==> config.mk <==
export PLATFORM = sky130hd
export DESIGN_NAME = ysyx_23060278_wb_sched
export DESIGN_NICKNAME = d
export VERILOG_FILES = /design/src/rtl/ysyx_23060278_wb_sched.sv
export SDC_FILE = /design/constraint.sdc
export NUM_CORES = 1
export LEC_CHECK = 0
export CORE_UTILIZATION = 41
export CTS_CLUSTER_DIAMETER = 60
export CTS_CLUSTER_SIZE = 16
export DETAILED_ROUTE_END_ITERATION = 6
export PLACE_DENSITY = 0.78
export SYNTH_ARGS = -nofsm -noshare
export SYNTH_HDL_FRONTEND = slang
export SYNTH_SLANG_ARGS = --single-unit
==> constraint.sdc <==
create_clock -name clk -period 4.6 [get_ports clk]
set_input_delay 0.92 -clock clk [delete_from_list [all_inputs] [get_ports clk]]
set_output_delay 0.92 -clock clk [all_outputs]
set_load 0.01 [all_outputs]
==> src/rtl/ysyx_23060278_wb_sched.sv <==
// Write-back scheduler and load scoreboard in front of the 32x32 GPR file.
// Arbitrates the single regfile write port between the execute path
// (absolute priority) and the in-order load return path. It also tracks
// the destinations of outstanding loads so that dependent instructions stall.
// A starvation counter throttles issue so that a refused load can drain.
module ysyx_23060278_wb_sched #(
  parameter int MAX_LOADS  = 4,
  parameter int STARVE_MAX = 8
) (
  input  logic                         clk,
  input  logic                         rst,
  input  logic                         issue_valid,
  output logic                         issue_ready,
  input  logic [4:0]                   issue_rs1,
  input  logic [4:0]                   issue_rs2,
  input  logic                         issue_use_rs1,
  input  logic                         issue_use_rs2,
  input  logic [4:0]                   issue_rd,
  input  logic                         issue_rd_wen,
  input  logic                         issue_is_load,
  input  logic [31:0]                  exec_data,
  input  logic                         lsu_valid,
  output logic                         lsu_ready,
  input  logic [31:0]                  lsu_data,
  output logic                         rf_w_en,
  output logic [4:0]                   rf_rd,
  output logic [31:0]                  rf_w_data,
  output logic [31:0]                  busy_mask,
  output logic [$clog2(MAX_LOADS):0]   load_cnt
);

  localparam int PW = $clog2(MAX_LOADS);
  localparam int CW = PW + 1;
  localparam int SW = $clog2(STARVE_MAX + 1);

  // One tag per outstanding load: whether its data must be written, and where.
  typedef struct packed {
    logic       wr;
    logic [4:0] rd;
  } tag_t;

  logic [31:0]   busy_q, busy_d;
  logic [CW-1:0] cnt_q, cnt_d;
  logic [PW-1:0] wr_ptr_q, wr_ptr_d;
  logic [PW-1:0] rd_ptr_q, rd_ptr_d;
  logic [SW-1:0] starve_q, starve_d;
  logic          throttle_q, throttle_d;
  tag_t          tag_mem_q [MAX_LOADS];
  tag_t          tag_mem_d [MAX_LOADS];

  logic hazard, fire, exec_wr, push, lsu_hs;
  tag_t head, new_tag;

  // Hazard detection uses registered busy bits only: a bit clearing this
  // cycle still stalls, trading one bubble for a short timing path.
  always_comb begin
    hazard = throttle_q
           | (issue_use_rs1 & busy_q[issue_rs1])
           | (issue_use_rs2 & busy_q[issue_rs2])
           | (issue_rd_wen  & busy_q[issue_rd])
           | (issue_is_load & (cnt_q == CW'(MAX_LOADS)));
    issue_ready = !rst & !hazard;
    fire        = issue_valid & issue_ready;
    exec_wr     = fire & issue_rd_wen & !issue_is_load & (issue_rd != 5'd0);
    push        = fire & issue_is_load;
    new_tag.wr  = issue_rd_wen & (issue_rd != 5'd0);
    new_tag.rd  = issue_rd;
    head        = tag_mem_q[rd_ptr_q];
    lsu_ready   = (cnt_q != '0) & !exec_wr & !rst;
    lsu_hs      = lsu_valid & lsu_ready;
  end

  // Write-port mux: exec result first, else a flagged load return.
  // NOTE: every always_comb output gets a default first so no path leaves it
  // unassigned; otherwise a latch is inferred.
  always_comb begin
    rf_w_en   = 1'b0;
    rf_rd     = 5'd0;
    rf_w_data = 32'd0;
    if (exec_wr) begin
      rf_w_en   = 1'b1;
      rf_rd     = issue_rd;
      rf_w_data = exec_data;
    end else if (lsu_hs & head.wr) begin
      rf_w_en   = 1'b1;
      rf_rd     = head.rd;
      rf_w_data = lsu_data;
    end
  end

  // Next state for scoreboard, tag FIFO and starvation control.
  always_comb begin
    busy_d    = busy_q;
    tag_mem_d = tag_mem_q;
    wr_ptr_d  = wr_ptr_q;
    rd_ptr_d  = rd_ptr_q;
    cnt_d     = cnt_q + CW'(push) - CW'(lsu_hs);
    if (lsu_hs) begin
      rd_ptr_d = rd_ptr_q + PW'(1);
      if (head.wr) busy_d[head.rd] = 1'b0;
    end
    if (push) begin
      tag_mem_d[wr_ptr_q] = new_tag;
      wr_ptr_d            = wr_ptr_q + PW'(1);
      if (new_tag.wr) busy_d[issue_rd] = 1'b1;
    end
    busy_d[0] = 1'b0;

    if (!lsu_valid || lsu_hs)
      starve_d = '0;
    else if (starve_q != SW'(STARVE_MAX))
      starve_d = starve_q + SW'(1);
    else
      starve_d = starve_q;
    throttle_d = (starve_d == SW'(STARVE_MAX));
  end

  // Control state with synchronous reset; a reset drops all outstanding tags.
  // NOTE: sequential state uses non-blocking assignments so every flop
  // samples the pre-edge values, independent of statement order.
  always_ff @(posedge clk) begin
    if (rst) begin
      busy_q     <= '0;
      cnt_q      <= '0;
      wr_ptr_q   <= '0;
      rd_ptr_q   <= '0;
      starve_q   <= '0;
      throttle_q <= 1'b0;
    end else begin
      busy_q     <= busy_d;
      cnt_q      <= cnt_d;
      wr_ptr_q   <= wr_ptr_d;
      rd_ptr_q   <= rd_ptr_d;
      starve_q   <= starve_d;
      throttle_q <= throttle_d;
    end
  end

  // Tag storage.
  // NOTE: the tag array is deliberately not reset; an entry is only read
  // after it has been written, because cnt_q and the pointers are reset.
  always_ff @(posedge clk) begin
    tag_mem_q <= tag_mem_d;
  end

  assign busy_mask = busy_q;
  assign load_cnt  = cnt_q;

endmodule
==> run metrics <==
power density cells 250 mW/mm^2; clock transition at the registers of the reported paths 0.07 ns; Final Max Tran Viols 0; die height 106 um; Final Routed Wirelength 14.6 mm; # fillers 853; status finished clean; Setup WS post-layout 0.118 ns; post-synth net total 582; Die W 106 um; dominant cell type by area after synthesis dfxtp_1; post-DP HPWL about 11 mm; initial antenna violation count 0; CP Capture Type primary output; relative max-transition margin 53.3%; Via Count 4732; Iter 0 DRT Violations 324; Seq/Total Area, Yosys 35.9%; final instance area 0.00649 sq mm; top post-synthesis cells by area dfxtp_1, edfxtp_1, mux4_2; Ys Warns 0; predominant post-synthesis flop cell dfxtp_1; Ports 162; EDFF count, synth 24; Setup violations, final 0; hold slack 0.552 ns; Yosys top cell area share 19.5%; Cell Rows 37; Placed Area ~0.0064 sq mm; synthesized netlist cell count between 400 and 500; most common cell after layout, fill and taps aside clkdlybuf4s50_1; final hold viol count 0; max-cap violation count 0; Post-CTS Hold Fix Bufs 0; post-synth design cell area 0.00441 sq mm; nets 761; Placed Cells 787; Die ar. ~0.011 sq mm; Pre-antenna DRT Iters 6; Worst Skew 0.0102 ns; DRC 0; Crit Path Max Fanout 19; drt wl/cell 18.1 um; Peak VDD IR 0.163 mV; Highest Clock Rate 223 MHz; H-tree levels 3; Avg Cell Area, Syn 9.06 sq um; TritonCTS buffer count 9; total power draw 1.62 mW; setup repair after global routing missed its margin no; clk_lat worst skew 0.37 ns; clock tree from TritonCTS yes; Pleak ~2.4 nW; DRT antenna net count 0; Seq cells post-synth 67; min-delay worst type flip-flop to flip-flop; n_diodes 0; most frequent cells in the layout clkdlybuf4s50_1, nand2_1, o21ai_0; min Tclk post-route 4.48 ns; core box area between 0.01 and 0.015 sq mm; Placer Congestion 0.945; Synth async-reset ratio 0%; largest net degree at the start of global routing 39; fin crit share 97.4%; Initial Util 42.5%; Slew @ Worst Pin 0.695 ns; gr usage total 26.1%; clock root cell clkbuf_8; layout cells sized above 1 ~19%; Overflow after GRT 0; TritonCTS Sinks 67; Vias/cell 5.87; Crit Path Class primary input to primary output; Cell Count, Final, Fillers Out about 810; vias in the first global route approximately 4.7k; buffers added on ports 160; Worst Path Required around 3.7 ns; critical path data arrival time 3.56 ns; area added between synthesis and finish 47.4%; CP Launch Type primary input; Distinct cells, synth 57; first-pass GRT wire length ~23 mm; clk buf depth 2; worst slack, placed -0.586 ns
metrics by stage:
step,TNS (ns),util [%]
3_3_place_gp,-19.51,61.4
2_1_floorplan,0,-
6_report,0,62.6
4_1_cts,0,63.3
5_1_grt,0,62.6
3_5_place_dp,-21.44,61.4
worst max-delay path, stage by stage:
cell,delay (ns)
dlygate4sd2_1,0.37
mux2_2,0.37
a221oi_1,0.41
a211o_1,0.16
a41oi_1,0.23
nor4_4,0.38
buf_4,0.21
buf_12,0.14
nand2_1,0.05
o21ai_0,0.06
clkdlybuf4s15_1,0.26
power breakdown:
part	total (mW)	switching [mW]	internal, mW
combinational	0.443	0.216	0.226
sequential	0.660	0.0306	0.630
clock	0.517	0.258	0.259
path summary, 6_finish.rpt:
| path | start | to | slack [ns] | cells past startpoint |
|---|---|---|---|---|
| max | issue_rd[0] | rf_w_data[14] | 0.12 | 11 |
| min | busy_mask[5]$_SDFF_PP0_ | busy_mask[5]$_SDFF_PP0_ | 0.55 | 2 |
| max reg2reg | busy_mask[26]$_SDFF_PP0_ | load_cnt[2]$_SDFF_PP0_ | 0.87 | 15 |
| min reg2reg | busy_mask[5]$_SDFF_PP0_ | busy_mask[5]$_SDFF_PP0_ | 0.55 | 2 |
cell usage after synthesis (3+ instances only):
cell / count
dfxtp_1: 43
inv_1: 15
clkbuf_1: 19
xnor2_1: 3
ha_1: 8
nor2_1: 17
edfxtp_1: 24
nand3b_1: 9
o31ai_1: 13
o21ai_0: 52
a31oi_1: 4
nand4_1: 5
or2_2: 5
nand2b_1: 4
a21oi_1: 3
o21ai_1: 7
nor3_1: 7
a22oi_1: 4
mux2i_1: 28
nand3_1: 12
mux4_2: 19
buf_4: 6
buf_2: 8
and2_1: 4
nand2_1: 93
o41ai_1: 3
o311ai_0: 24
nor2b_1: 11
sequential cells by signal (all words and copies together), names as in the netlist:
| signal | flops |
|---|---|
| busy_mask | 31 |
| throttle_q | 1 |
| wr_ptr_q | 2 |
| rd_ptr_q | 2 |
| tag_mem_q | 24 |
| starve_q | 4 |
| load_cnt | 3 |
layer usage:
| layer | part of all wire (%) | global-route usage (%) |
|---|---|---|
| met1 | 39 | 30.9 |
| met2 | 50 | 45.4 |
| met3 | 9.2 | 5.81 |
| met5 | 0 | 0 |
| met4 | 2.4 | 10.9 |
repair_timing:
item / in CTS / in global routing
cloned: 0 / 2
setup endpoints to repair: 40 / 38
gates resized for setup: 60 / 76
pin swaps: 1 / 2
buffers inserted: 1 / 0
logic make-up after synthesis:
family / count (synthesis) / share of synthesized area (%)
compound gates: 119 / 17.5
buf+inv: 52 / 5.54
fa+ha+maj: 9 / 2.73
simple gates: 186 / 21.1
other cells: 1 / 0.0851
xor+xnor: 4 / 0.795
flops: 67 / 35.9
mux: 48 / 16.3
layout make-up:
type                            instances  area, sq um  area share [%]
Clock buffer                            9          124            1.91
Clock inverter                          7         82.6            1.27
Inverter                               15         56.3           0.867
Multi-Input combinational cell        367         2610            40.2
Sequential cell                        67         1580            24.4
Tap cell                              136          170            2.62
Timing Repair Buffer                  205         1870            28.7
No activity file was read; power rests on OpenSTA's default activity.
